`src/rtl/uart_ctrl_pkg.sv`:
```
// Shared constants for the UART control slice: arbiter state encoding,
// ASCII report characters and a constant-foldable clog2.
package uart_ctrl_pkg;

    localparam logic [1:0] IDLE      = 2'd0;
    localparam logic [1:0] START     = 2'd1;
    localparam logic [1:0] WAIT_BUSY = 2'd2;
    localparam logic [1:0] WAIT_DONE = 2'd3;

    localparam logic [7:0] ASCII_E = 8'h45;
    localparam logic [7:0] ASCII_R = 8'h52;
    localparam logic [7:0] ASCII_A = 8'h41;
    localparam logic [7:0] ASCII_B = 8'h42;
    localparam logic [7:0] ASCII_C = 8'h43;
    localparam logic [7:0] ASCII_D = 8'h44;

    function automatic int clog2(input int value);
        int result;
        result = 0;
        while ((1 << result) < value) begin
            result = result + 1;
        end
        return result;
    endfunction

endpackage

```
`src/rtl/rr_pick.sv`:
```
// Combinational round-robin picker: first valid requester at or after the
// pointer, wrapping modulo NUM_REQ (also correct for non-power-of-2 counts).
module rr_pick
    import uart_ctrl_pkg::*;
#(
    parameter int  NUM_REQ = 4,
    localparam int ID_W    = clog2(NUM_REQ)
) (
    input  logic [NUM_REQ-1:0] i_req_valid,
    input  logic [ID_W-1:0]    i_rr_ptr,
    output logic [ID_W-1:0]    o_grant,
    output logic               o_any_valid
);

    always_comb begin
        int best_off;
        int off;
        o_grant     = '0;
        o_any_valid = |i_req_valid;
        best_off    = NUM_REQ;
        off         = 0;
        for (int j = 0; j < NUM_REQ; j++) begin
            // Distance of requester j from the pointer, going forward with wrap.
            off = j - int'(i_rr_ptr);
            if (off < 0) begin
                off = off + NUM_REQ;
            end
            if (i_req_valid[j] && (off < best_off)) begin
                best_off = off;
                o_grant  = ID_W'(j);
            end
        end
    end

endmodule

```
`src/rtl/uart_tx_arbiter.sv`:
```
// Round-robin arbiter sharing one uart_tx among NUM_REQ byte sources; it
// waits for tx_busy to rise and fall before granting again.
module uart_tx_arbiter
    import uart_ctrl_pkg::*;
#(
    parameter int  NUM_REQ      = 4,
    parameter int  BUSY_TIMEOUT = 16,
    localparam int ID_W         = clog2(NUM_REQ)
) (
    input  logic                 sys_clk,
    input  logic                 sys_rst,
    input  logic [NUM_REQ-1:0]   req_valid,
    input  logic [8*NUM_REQ-1:0] req_data,
    output logic [NUM_REQ-1:0]   req_ack,
    output logic                 tx_start,
    output logic [7:0]           tx_data,
    input  logic                 tx_busy,
    output logic [ID_W-1:0]      active_id,
    output logic                 arb_busy,
    output logic                 timeout_err
);

    localparam int TIMER_W = clog2(BUSY_TIMEOUT) + 1;

    logic [1:0]         r_state;
    logic [ID_W-1:0]    r_rr_ptr;
    logic [TIMER_W-1:0] r_timer;
    logic [NUM_REQ-1:0] r_req_ack;
    logic               r_tx_start;
    logic [7:0]         r_tx_data;
    logic [ID_W-1:0]    r_active_id;
    logic               r_arb_busy;
    logic               r_timeout_err;

    logic [1:0]      w_state_next;
    logic [ID_W-1:0] w_grant;
    logic [ID_W-1:0] w_rr_next;
    logic            w_any_valid;
    logic            w_grant_ok;
    logic            w_timeout_hit;

    rr_pick #(
        .NUM_REQ (NUM_REQ)
    ) u_rr_pick (
        .i_req_valid (req_valid),
        .i_rr_ptr    (r_rr_ptr),
        .o_grant     (w_grant),
        .o_any_valid (w_any_valid)
    );

    assign w_grant_ok    = (r_state == IDLE) && w_any_valid && !tx_busy;
    assign w_timeout_hit = (r_timer == TIMER_W'(BUSY_TIMEOUT - 1));
    assign w_rr_next     = (w_grant == ID_W'(NUM_REQ - 1)) ? '0 : w_grant + ID_W'(1);

    always_comb begin
        w_state_next = r_state;
        case (r_state)
            IDLE:      if (w_grant_ok) w_state_next = START;
            START:     w_state_next = WAIT_BUSY;
            WAIT_BUSY: begin
                if (tx_busy) begin
                    w_state_next = WAIT_DONE;
                end else if (w_timeout_hit) begin
                    w_state_next = IDLE;
                end
            end
            WAIT_DONE: if (!tx_busy) w_state_next = IDLE;
            default:   w_state_next = IDLE;
        endcase
    end

    always_ff @(posedge sys_clk or posedge sys_rst) begin
        if (sys_rst) begin
            r_state       <= IDLE;
            r_rr_ptr      <= '0;
            r_timer       <= '0;
            r_req_ack     <= '0;
            r_tx_start    <= 1'b0;
            r_tx_data     <= 8'h00;
            r_active_id   <= '0;
            r_arb_busy    <= 1'b0;
            r_timeout_err <= 1'b0;
        end else begin
            r_state    <= w_state_next;
            r_arb_busy <= (w_state_next != IDLE);
            r_tx_start <= (r_state == START);
            r_req_ack  <= '0;
            if (w_grant_ok) begin
                r_req_ack   <= NUM_REQ'(1) << w_grant;
                r_tx_data   <= req_data[{w_grant, 3'b000} +: 8];
                r_active_id <= w_grant;
                r_rr_ptr    <= w_rr_next;
            end
            if (r_state == START) begin
                r_timer <= '0;
            end else if ((r_state == WAIT_BUSY) && !tx_busy && !w_timeout_hit) begin
                r_timer <= r_timer + TIMER_W'(1);
            end
            // The dropped byte is not retried; only the sticky flag records it.
            if ((r_state == WAIT_BUSY) && !tx_busy && w_timeout_hit) begin
                r_timeout_err <= 1'b1;
            end
        end
    end

    assign req_ack     = r_req_ack;
    assign tx_start    = r_tx_start;
    assign tx_data     = r_tx_data;
    assign active_id   = r_active_id;
    assign arb_busy    = r_arb_busy;
    assign timeout_err = r_timeout_err;

endmodule

```
`config.mk`:
```
export PLATFORM = sky130hd
export DESIGN_NAME = uart_tx_arbiter
export DESIGN_NICKNAME = d
export VERILOG_FILES = /design/src/rtl/uart_ctrl_pkg.sv /design/src/rtl/rr_pick.sv /design/src/rtl/uart_tx_arbiter.sv
export SDC_FILE = /design/constraint.sdc
export NUM_CORES = 1
export LEC_CHECK = 0
export CELL_PAD_IN_SITES_DETAIL_PLACEMENT = 2
export CELL_PAD_IN_SITES_GLOBAL_PLACEMENT = 2
export CORE_MARGIN = 2
export CORE_UTILIZATION = 42
export CTS_BUF_LIST = sky130_fd_sc_hd__clkbuf_4
export DETAILED_ROUTE_END_ITERATION = 12
export DONT_BUFFER_PORTS = 1
export GPL_ROUTABILITY_DRIVEN = 0
export HOLD_SLACK_MARGIN = 0.1
export PLACE_DENSITY = 0.93
export SLEW_MARGIN = 25
export SYNTH_ARGS = -nofsm -noshare
export SYNTH_HDL_FRONTEND = slang
export SYNTH_SLANG_ARGS = --single-unit
```
`constraint.sdc`:
```
create_clock -name sys_clk -period 4.9 [get_ports sys_clk]
set_input_delay 0.49 -clock sys_clk [delete_from_list [all_inputs] [get_ports sys_clk]]
set_output_delay 0.49 -clock sys_clk [all_outputs]
set_load 0.01 [all_outputs]
```
After elaboration in Yosys (flattened, before gate mapping)
Index checks and enable logic that the tools add are counted.
{ "classes": {"eq_ne": 5, "mux": 19, "n_shift": 2, "reduce_logical": 15, "add_sub_neg": 10, "order_cmp": 8} }
{ "ops": {"columns": ["op", "count"], "rows": [
  ["$mux W32", 7],
  ["$add A32 B4 Y32 const B", 4],
  ["$lt A32 B1 Y1 const B", 4],
  ["$lt A32 B32 Y1", 3],
  ["$lt A32 B4 Y1 const B", 1],
  ["$shiftx A32 B6 Y8", 1],
  ["$mux W2", 7],
  ["$mux W5", 2],
  ["$logic_and A1 B1 Y1", 9],
  ["$pmux W2 S4", 1],
  ["$eq A2 B2 Y1 const B", 3],
  ["$sub A1 B2 Y3 const A", 2],
  ["$sub A2 B2 Y3 const A", 2],
  ["$add A5 B1 Y5 const B", 1],
  ["$eq A5 B4 Y1 const B", 1],
  ["$mux W4", 1],
  ["$reduce_bool A2 Y1", 2],
  ["$reduce_or A4 Y1", 1],
  ["$shl A1 B2 Y4 const A", 1],
  ["$add A2 B1 Y2 const B", 1],
  ["$eq A2 B1 Y1 const B", 1],
  ["$logic_not A1 Y1", 2],
  ["$logic_not A2 Y1", 1],
  ["$mux W1", 1]
]} }
{ "totals": {"regBits": 26, "output_inout_bits": 17, "in_bits": 39, "word_cells": 68} }

Longest topological paths before layout
Gate-level depths: netlist of the first run.
{ "logic_depth": {"ltp_word": 17, "ltp_mapped": 18, "ltp_nobuf": 17} }

Cells and area by module
From an unflattened synthesis of the first run, not the netlist that was laid out.
{ "hier_totals": {"hier_cells": 138, "hier_area_um2": 1627.8} }
{ "modules_own_cells": {"columns": ["mod", "seq_area_each_um2", "n_inst", "area_each_um2", "cells_per_inst"], "rows": [
  ["uart_tx_arbiter", 650.6, 1, 1405.1, 105],
  ["rr_pick", 0.0, 1, 222.7, 33]
]} }

Least setup slack after synthesis of the first run
No wires, ideal clock.
{ "synth_timing": {"path_kind": "input to register", "startpoint": "input req_valid[0]", "endpoint": "register r_rr_ptr[1]", "path_slack_ns": 1.455, "arrival_ns": 3.318, "path_stages": 18, "setup_time_ns": 0.127, "path_cell_list": "buf_6 -> mux2_2 -> nor2_1 -> a21oi_1 -> ha_1 -> o22ai_1 -> o21ai_1 -> nor2_1 -> a21o_1 -> ha_1 -> o32ai_1 -> and2_1 -> buf_2 -> nor3_2 -> inv_1 -> ha_1 -> nand2_1 -> o21ai_0"} }
{ "synth_between": {"elab_chain_cells": 13, "elab_cells_between_ends": 19, "classes_between": "add/sub: 1; order compare: 3; eq/ne: 1; mux: 7; reduce/logical: 7"} }
{ "synth_lines": {"columns": ["element", "line", "text"], "rows": [
  ["from (decl)", "uart_tx_arbiter.sv:12", "input logic [NUM_REQ-1:0] req_valid,"],
  ["$logic_and A1 B1 Y1 *", "rr_pick.sv:28", "if (i_req_valid[j] && (off < best_off)) begin"],
  ["$mux W32 *", "rr_pick.sv:28", null],
  ["$lt A32 B32 Y1", "rr_pick.sv:28", null],
  ["$logic_and A1 B1 Y1", "rr_pick.sv:28", null],
  ["$mux W32", "rr_pick.sv:28", null],
  ["$lt A32 B32 Y1", "rr_pick.sv:28", null],
  ["$logic_and A1 B1 Y1", "rr_pick.sv:28", null],
  ["$mux W32", "rr_pick.sv:28", null],
  ["$lt A32 B32 Y1", "rr_pick.sv:28", null],
  ["$logic_and A1 B1 Y1", "rr_pick.sv:28", null],
  ["$mux W2 *", "rr_pick.sv:28", null],
  ["via u_rr_pick.o_grant[0]", "rr_pick.sv:11", "output logic [ID_W-1:0] o_grant,"],
  ["$add A2 B1 Y2 or $eq A2 B2 Y1 (tied branches)", "uart_tx_arbiter.sv:53", "assign w_rr_next = (w_grant == ID_W'(NUM_REQ - 1)) ? '0 : w_grant + ID_W'(1);"],
  ["$mux W2 *", "uart_tx_arbiter.sv:53", null],
  ["via w_rr_next[1]", "uart_tx_arbiter.sv:37", "logic [ID_W-1:0] w_rr_next;"],
  ["to (signal assigned)", "uart_tx_arbiter.sv:92", "r_rr_ptr <= w_rr_next;"],
  ["to (decl)", "uart_tx_arbiter.sv:26", "logic [ID_W-1:0] r_rr_ptr;"]
]} }
Mark *: on every way through the listed nets, which the timed path passes. The rest lies on a longest branch.
A chain may end at the register's enable or synchronous reset.

Worst setup path in the final report of the first run
{ "layout_timing": {"startpoint": "register r_rr_ptr[0]", "endpoint": "register r_rr_ptr[1]"} }
{ "layout_between": {"elab_chain_cells": 17, "elab_cells_between_ends": 33, "classes_between": "add/sub: 9; order compare: 8; eq/ne: 1; mux: 11; reduce/logical: 4"} }
{ "layout_lines": {"columns": ["element", "line", "text"], "rows": [
  ["$sub A1 B2 Y3", "rr_pick.sv:24", "off = j - int'(i_rr_ptr);"],
  ["$add A32 B4 Y32 or $lt A32 B1 Y1 (tied branches)", "rr_pick.sv:26, rr_pick.sv:25", null],
  ["$mux W32", "rr_pick.sv:25", "if (off < 0) begin"],
  ["$lt A32 B4 Y1", "rr_pick.sv:28", null],
  ["$logic_and A1 B1 Y1", "rr_pick.sv:28", null],
  ["$mux W32", "rr_pick.sv:28", null],
  ["$lt A32 B32 Y1", "rr_pick.sv:28", null],
  ["$logic_and A1 B1 Y1", "rr_pick.sv:28", null],
  ["[3 not listed]", null, null],
  ["$mux W32", "rr_pick.sv:28", null],
  ["$lt A32 B32 Y1", "rr_pick.sv:28", null],
  ["$logic_and A1 B1 Y1", "rr_pick.sv:28", null],
  ["$mux W2 *", "rr_pick.sv:28", null],
  ["via u_rr_pick.o_grant[1]", "rr_pick.sv:11", null],
  ["$add A2 B1 Y2 or $eq A2 B2 Y1 (tied branches)", "uart_tx_arbiter.sv:53", null],
  ["$mux W2 *", "uart_tx_arbiter.sv:53", null],
  ["via w_rr_next[1]", "uart_tx_arbiter.sv:37", null]
]} }
Marked as above.

==> impl_metrics.csv, run 1 <==
group,metric,value,unit
outcome,status,"complete, no violations",
power_and_ir_drop,leakagePower,0.726,nW
die,die_h,68.7,um
grt,grt_max_degree,27,
synth,synthArstFlopShare,100,%
setup_path,slowest_delay,0.66,ns
setup_path,endpoint_kind,"register",
clock_tree,cts.reportedPaths.clkPinSlew,0.15,ns
placement,io_buffers,0,
setup_path,path_buf_inv,0,
route,drt-initial-drc-count,55,
synth,synth_top_flop_cell,"dfrtp_1",
worst_hold_path,worstHoldPathType,"input pin to register",
sta,hold_viol,0,
cells_and_area,final_util,44.9,%
route,wirelength,4820,um
clock_tree,worstSkewPairLatency,0.33,ns
synth,syn_avg_cell_area,10.0,um2
sta,fin_skew,0.00448,ns
cells_and_area,drive_gt1_share,19.2,%
sta,finalCritPeriodShare,85.7,%
job,cap_violations,0,
sta,timing.fmax,238,MHz
cells_and_area,mostFrequentLayoutCells,"dfrtp_1 (26), nor2_1 (20), o21ai_0 (15), nand2_1 (10), nand3_1 (10)",
power_and_ir_drop,peakVddDrop,0.192,mV
cells_and_area,nets,220,
setup_path,cpMaxStageDelayCell,"nor2b_1",
grt,antenna_found_initial,0,
synth,synth-seq-area-share,37.0,%
route,drc_errors,0,
die,rows,23,
cells_and_area,final_common_cell,"dfrtp_1",
worst_hold_path,hp-start,"tx_busy",
setup_path,path_cells,"mux2_2 -> nor2_1 -> a21oi_1 -> ha_1 -> o22ai_1 -> o21ai_1 -> nor2_1 -> a21o_1 -> ha_1 -> o32ai_1 -> and2_1 -> nor2b_1 -> nand2_1 -> ha_1 -> nand2_1 -> o21ai_0",
route,dr.max_layer_used,"met4",
die,start_util,43.7,%
synth,synth.distinct_cells,45,
sta,maxSlewHeadroom,47.5,%
cells_and_area,num_antenna_cells,0,
sta,rsz0062_at_grt,"false",
worst_hold_path,whs_path_depth,1,
setup_path,crit_type,"register to register",
route,wl_per_cell,21.7,um
grt,grt_util_all_layers,21.4,%
setup_path,rr_endpoint,"r_rr_ptr[1]$_DFFE_PP0P_",
power_and_ir_drop,total_power,0.00121,W
setup_path,cp_max_fo,11,
sta,finalSetupViolCount,0,
route,via_per_inst,6.01,
setup_path,start_kind,"register",
cells_and_area,syn_to_final_growth,2.77,%
grt,grt_pass1_vias,1442,
route,vias,1335,
synth,syn-cell-area,1760,um2
route,wl_met3,181,um
power_and_ir_drop,cellPowerDensity,669,nW/um2
sta,worst_slew_pin_slew,0.786,ns
grt,grt_pass1_wl,7230,um
setup_path,r2r_slack,0.70,ns
synth,ys_ff_latch,26,
synth,ys_warn_count,0,
setup_path,cpMostUsedCell,"ha_1",
die,io_pins,56,
clock_tree,max-clock-path-buffers,2,
route,dr.pass1.iters,4,
setup_path,reg2regPathDepth,16,
synth,syn_inst,176,
clock_tree,post_cts_buffers,0,
synth,synth_edf_count,0,
setup_path,critPathTopFamily,"simple AND/OR/NAND/NOR gates",
sta,layout_min_cycle_time,4.20,ns
setup_path,crit_required,5.10,ns
clock_tree,cts_tree,"yes",
worst_hold_path,min_to,"r_state[0]$_DFF_PP0_",
die,coreArea,4030,um2
synth,synth_nets,223,
clock_tree,cts-root-buf,"clkbuf_4",
setup_path,r2r_start,"r_rr_ptr[0]$_DFFE_PP0P_",
route,dr_wl_met2,2700,um
placement,dp_hpwl,3670,um
clock_tree,cts_buffers,3,
setup_path,critPathArrivalTime,4.40,ns
die,fp.dieW,68.7,um
route,met1_length,1860,um
grt,grt.overflow.total,0,
sta,setup_tns,0,ns
route,ant_nets,0,
clock_tree,clock-sinks,26,
sta,maxSlewViolCount,0,
die,die-area,4720,um2
clock_tree,htree_levels,1,
==> registers in the layout, indices dropped and copies added (netlist names) <==
register	count
active_id	2
arb_busy	1
r_rr_ptr	2
r_state	2
r_timer	5
req_ack	4
timeout_err	1
tx_data	8
tx_start	1
==> synthesized netlist by cell type (2+ instances only) <==
library cell  number  area [um2]
mux2_1             5        56.3
buf_6              3        33.8
buf_2              3        15.0
ha_1               8         100
a21oi_1            7        35.0
nand2_1           10        37.5
and3_1             2        12.5
nand2b_1           3        18.8
o21ai_0           15        75.1
nor2b_1            2        12.5
nor3_1             3        15.0
a41oi_2            6        97.6
a41oi_1            2        17.5
nand3_1           10        50.1
dfrtp_1           26         651
a21o_1             4        30.0
nor2_1            20        75.1
and2_1             5        31.3
clkbuf_1           2        7.51
inv_1              6        22.5
mux2_2             5        56.3
nand3_2            6        60.1
==> worst register-to-register path, stage by stage, from the launching register on <==
cell,delay [ns]
dfrtp_1,0.53
mux2_2,0.32
nor2_1,0.09
a21oi_1,0.07
ha_1,0.36
o22ai_1,0.09
o21ai_1,0.29
nor2_1,0.10
a21o_1,0.17
ha_1,0.27
o32ai_1,0.07
and2_1,0.29
nor2b_1,0.67
nand2_1,0.28
ha_1,0.35
nand2_1,0.06
o21ai_0,0.08
==> cells by family after synthesis <==
| logic type | share of synthesized area, % |
|---|---|
| buf+inv | 6.26 |
| mux | 6.40 |
| flops | 37.0 |
| simple gates | 22.2 |
| xor+xnor | 0.498 |
| fa+ha+maj | 5.69 |
| compound gates | 22.0 |
==> metal layers <==
layer	GRT usage, %	vias up
li1	-	620
met1	24.0	686
met2	39.9	22
met3	3.73	7
met4	8.33	0
met5	0	-
==> cell type report <==
cell class                      instances  area, um2
Clock inverter                          1       30.0
Fill cell                             452       2220
Inverter                                7       26.3
Tap cell                               50       62.6
Sequential cell                        26        651
Multi-Input combinational cell        133        998
Clock buffer                            3       22.5
Timing Repair Buffer                    2       17.5
==> through the flow <==
step	cell area, um2	hold slack [ns]	std cells	setup slack (ns)
after floorplan	1760	0.472	176	1.46
after global placement	1750	0.488	217	1.01
after detailed placement	1750	0.531	217	0.723
after CTS	1800	0.278	221	0.688
after global routing	1810	0.276	222	0.375
final	1810	0.297	222	0.701
==> worst max-delay path by stage <==
| stage | slack, ns | depth (start not counted) | to | startpoint |
|---|---|---|---|---|
| 5_1_grt | 0.37 | 16 | r_rr_ptr[1]$_DFFE_PP0P_ | r_rr_ptr[0]$_DFFE_PP0P_ |
| 6_report | 0.70 | 16 | r_rr_ptr[1]$_DFFE_PP0P_ | r_rr_ptr[0]$_DFFE_PP0P_ |
| 2_1_floorplan | 1.46 | 18 | r_rr_ptr[1]$_DFFE_PP0P_ | req_valid[0] |
| 3_3_place_gp | 1.01 | 17 | r_rr_ptr[1]$_DFFE_PP0P_ | req_valid[1] |
| 4_1_cts | 0.69 | 16 | r_rr_ptr[1]$_DFFE_PP0P_ | r_rr_ptr[0]$_DFFE_PP0P_ |
| 3_5_place_dp | 0.72 | 17 | r_rr_ptr[1]$_DFFE_PP0P_ | req_valid[1] |
==> power breakdown <==
part / switching, W / internal (W) / leakage [nW]
Combinational: 0.000394 / 0.000250 / 0.378
Clock: 0.0000668 / 0.0000828 / 0.0279
Sequential: 0.000122 / 0.000294 / 0.320
Total: 0.000583 / 0.000627 / 0.726
==> repair_timing <==
action,4_1_cts,5_1_grt
setup endpoints to repair,0,0
gates resized for setup,0,0
hold buffers,0,1
endpoints found under the hold margin,0,26
No activity file was read; power rests on OpenSTA's default activity.
==> run 2: changes to the inputs <==
==> constraint.sdc (replaced) <==
create_clock -name sys_clk -period 4.9 [get_ports sys_clk]
set_input_delay 0.98 -clock sys_clk [delete_from_list [all_inputs] [get_ports sys_clk]]
set_output_delay 0.98 -clock sys_clk [all_outputs]
set_load 0.01 [all_outputs]
==> run 2 against run 1 <==
Net effect:
- non-clock buffer count is 1 lower
- count of clock-buffer cells in the layout unchanged
- combinational power grew 1%
- highest routed layer unchanged
- worst hold slack improved by 0.24 ns
- critical path type is now input pin to register
- sequential share of layout area grew 0.74 points
- largest cell class unchanged
- worst setup slack worse by 0.079 ns
==> impl_metrics.csv, run 2 (synthesized netlist as in run 1, its figures left out) <==
group,metric,value,unit
clock_tree,max-clock-path-buffers,2,
cells_and_area,drive_gt1_share,18.7,%
sta,fin_ws,0.621,ns
power_and_ir_drop,peakVddDrop,0.163,mV
cells_and_area,num_antenna_cells,0,
clock_tree,cts.reportedPaths.clkPinSlew,0.14,ns
grt,grt_pass1_wl,7220,um
clock_tree,post_cts_resized,0,
cells_and_area,final_common_cell,"dfrtp_1",
setup_path,cp_max_fo,11,
sta,fin_skew,0.00871,ns
cells_and_area,multiInputGateArea,998,um2
cells_and_area,mostFrequentLayoutCells,"dfrtp_1 (26), nor2_1 (20), o21ai_0 (15), nand2_1 (10), nand3_1 (10)",
sta,worst_slew_pin_slew,0.781,ns
cells_and_area,syn_to_final_growth,0.711,%
route,ant_nets,0,
sta,hold_ws,0.535,ns
clock_tree,htree_levels,1,
power_and_ir_drop,leakagePower,0.709,nW
sta,finalSetupViolCount,0,
sta,setup_tns,0,ns
clock_tree,post_cts_buffers,0,
die,die-area,4720,um2
job,cap_violations,0,
setup_path,endpoint_kind,"register",
clock_tree,cts-root-buf,"clkbuf_4",
route,drc_errors,0,
cells_and_area,regArea,651,um2
setup_path,critPathArrivalTime,4.48,ns
setup_path,start_kind,"input pin",
die,io_pins,56,
setup_path,crit_type,"input pin to register",
placement,io_buffers,0,
route,via_per_inst,6.12,
route,wl_per_cell,22.4,um
sta,rsz0062_at_grt,"false",
route,drt-initial-drc-count,26,
sta,maxSlewViolCount,0,
grt,antenna_found_initial,0,
route,dr.pass1.iters,4,
outcome,status,"complete, no violations",
clock_tree,clock-sinks,26,
grt,grt_max_degree,27,
route,wirelength,4950,um
cells_and_area,nFillCells,452,
sta,finalCritPeriodShare,87.3,%
power_and_ir_drop,total_power,0.00117,W
clock_tree,cts_tree,"yes",
die,start_util,43.7,%
sta,layout_min_cycle_time,4.28,ns
die,coreArea,4030,um2
cells_and_area,nets,219,
die,rows,23,
die,die_h,68.7,um
clock_tree,cts_buffers,3,
placement,dp_slack,0.284,ns
die,fp.dieW,68.7,um
grt,grt_pass1_vias,1444,
power_and_ir_drop,cellPowerDensity,658,nW/um2
worst_hold_path,worstHoldPathType,"register to register",
grt,grt_util_all_layers,21.2,%
clock_tree,cts_hold_buf,0,
sta,maxSlewHeadroom,47.9,%
sta,timing.fmax,234,MHz
setup_path,crit_required,5.10,ns
sta,hold_viol,0,
grt,grt.overflow.total,0,
placement,dp_hpwl,4000,um
cells_and_area,largest_reg_flops,8,
clock_tree,worstSkewPairLatency,0.33,ns
route,vias,1353,
[run 2: changes by cell type in the layout (fill, tap and decap cells not counted)]
cell / before / now
dlygate4sd3_1: 1 / 0
clkinv_1: 0 / 1
bufinv_16: 1 / 0
[run 2: layout make-up]
cell class | instances | share of cell area (%)
clock buffer | 3 | 1.27
inverter | 7 | 1.48
timing repair buffer | 1 | 0.424
tap | 50 | 3.53
multi-input combinational | 133 | 56.4
sequential | 26 | 36.7
clock inverter | 1 | 0.212
[run 2: per-layer routing]
metal  track usage (%)  vias up  part of all wire [%]
li1                  -      626                     -
met1              22.1      687                    36
met2              41.1       28                    58
met3              3.57       12                   3.2
met4              9.56        0                   2.8
met5                 0        -                     0
[run 2: path summary, 6_finish.rpt]
path                                                end  depth (start not counted)                    start  slack, ns
worst min register to register   r_timer[4]$_DFFE_PP0P_                          2   r_timer[4]$_DFFE_PP0P_       0.54
worst min-delay path             r_timer[4]$_DFFE_PP0P_                          2   r_timer[4]$_DFFE_PP0P_       0.54
worst max register to register  r_rr_ptr[1]$_DFFE_PP0P_                         16  r_rr_ptr[0]$_DFFE_PP0P_       0.76
worst max-delay path            r_rr_ptr[1]$_DFFE_PP0P_                         17             req_valid[1]       0.62
max in group asynchronous       r_rr_ptr[0]$_DFFE_PP0P_                          1                  sys_rst       3.97
min in group asynchronous        tx_data[3]$_DFFE_PP0P_                          1                  sys_rst       0.56
[run 2: report_power, final]
part | switching (W) | total [W] | leakage (nW) | internal [W]
logic | 0.000403 | 0.000653 | 0.373 | 0.000250
clock network | 0.0000674 | 0.0000973 | 0.0154 | 0.0000299
registers | 0.000122 | 0.000416 | 0.320 | 0.000294
total | 0.000592 | 0.00117 | 0.709 | 0.000574
[run 2: critical path: stages]
cell and delay [ns]:
inv_1 0.06, mux2_2 0.27, nor2_1 0.09, a21oi_1 0.06, ha_1 0.36, o22ai_1 0.09, o21ai_1 0.29, nor2_1 0.10
a21o_1 0.17, ha_1 0.27, o32ai_1 0.08, and2_1 0.29, nor2b_1 0.66, nand2_1 0.22, ha_1 0.32, nand2_1 0.07
o21ai_0 0.08
[run 2: metrics by stage]
step                instances  utilization (%)  instance area [um2]
floorplan                 176                -                 1760
global placement          217             43.3                 1750
detailed placement        217             43.3                 1750
CTS                       221             44.0                 1770
global route              221             44.0                 1770
finish                    221             44.0                 1770
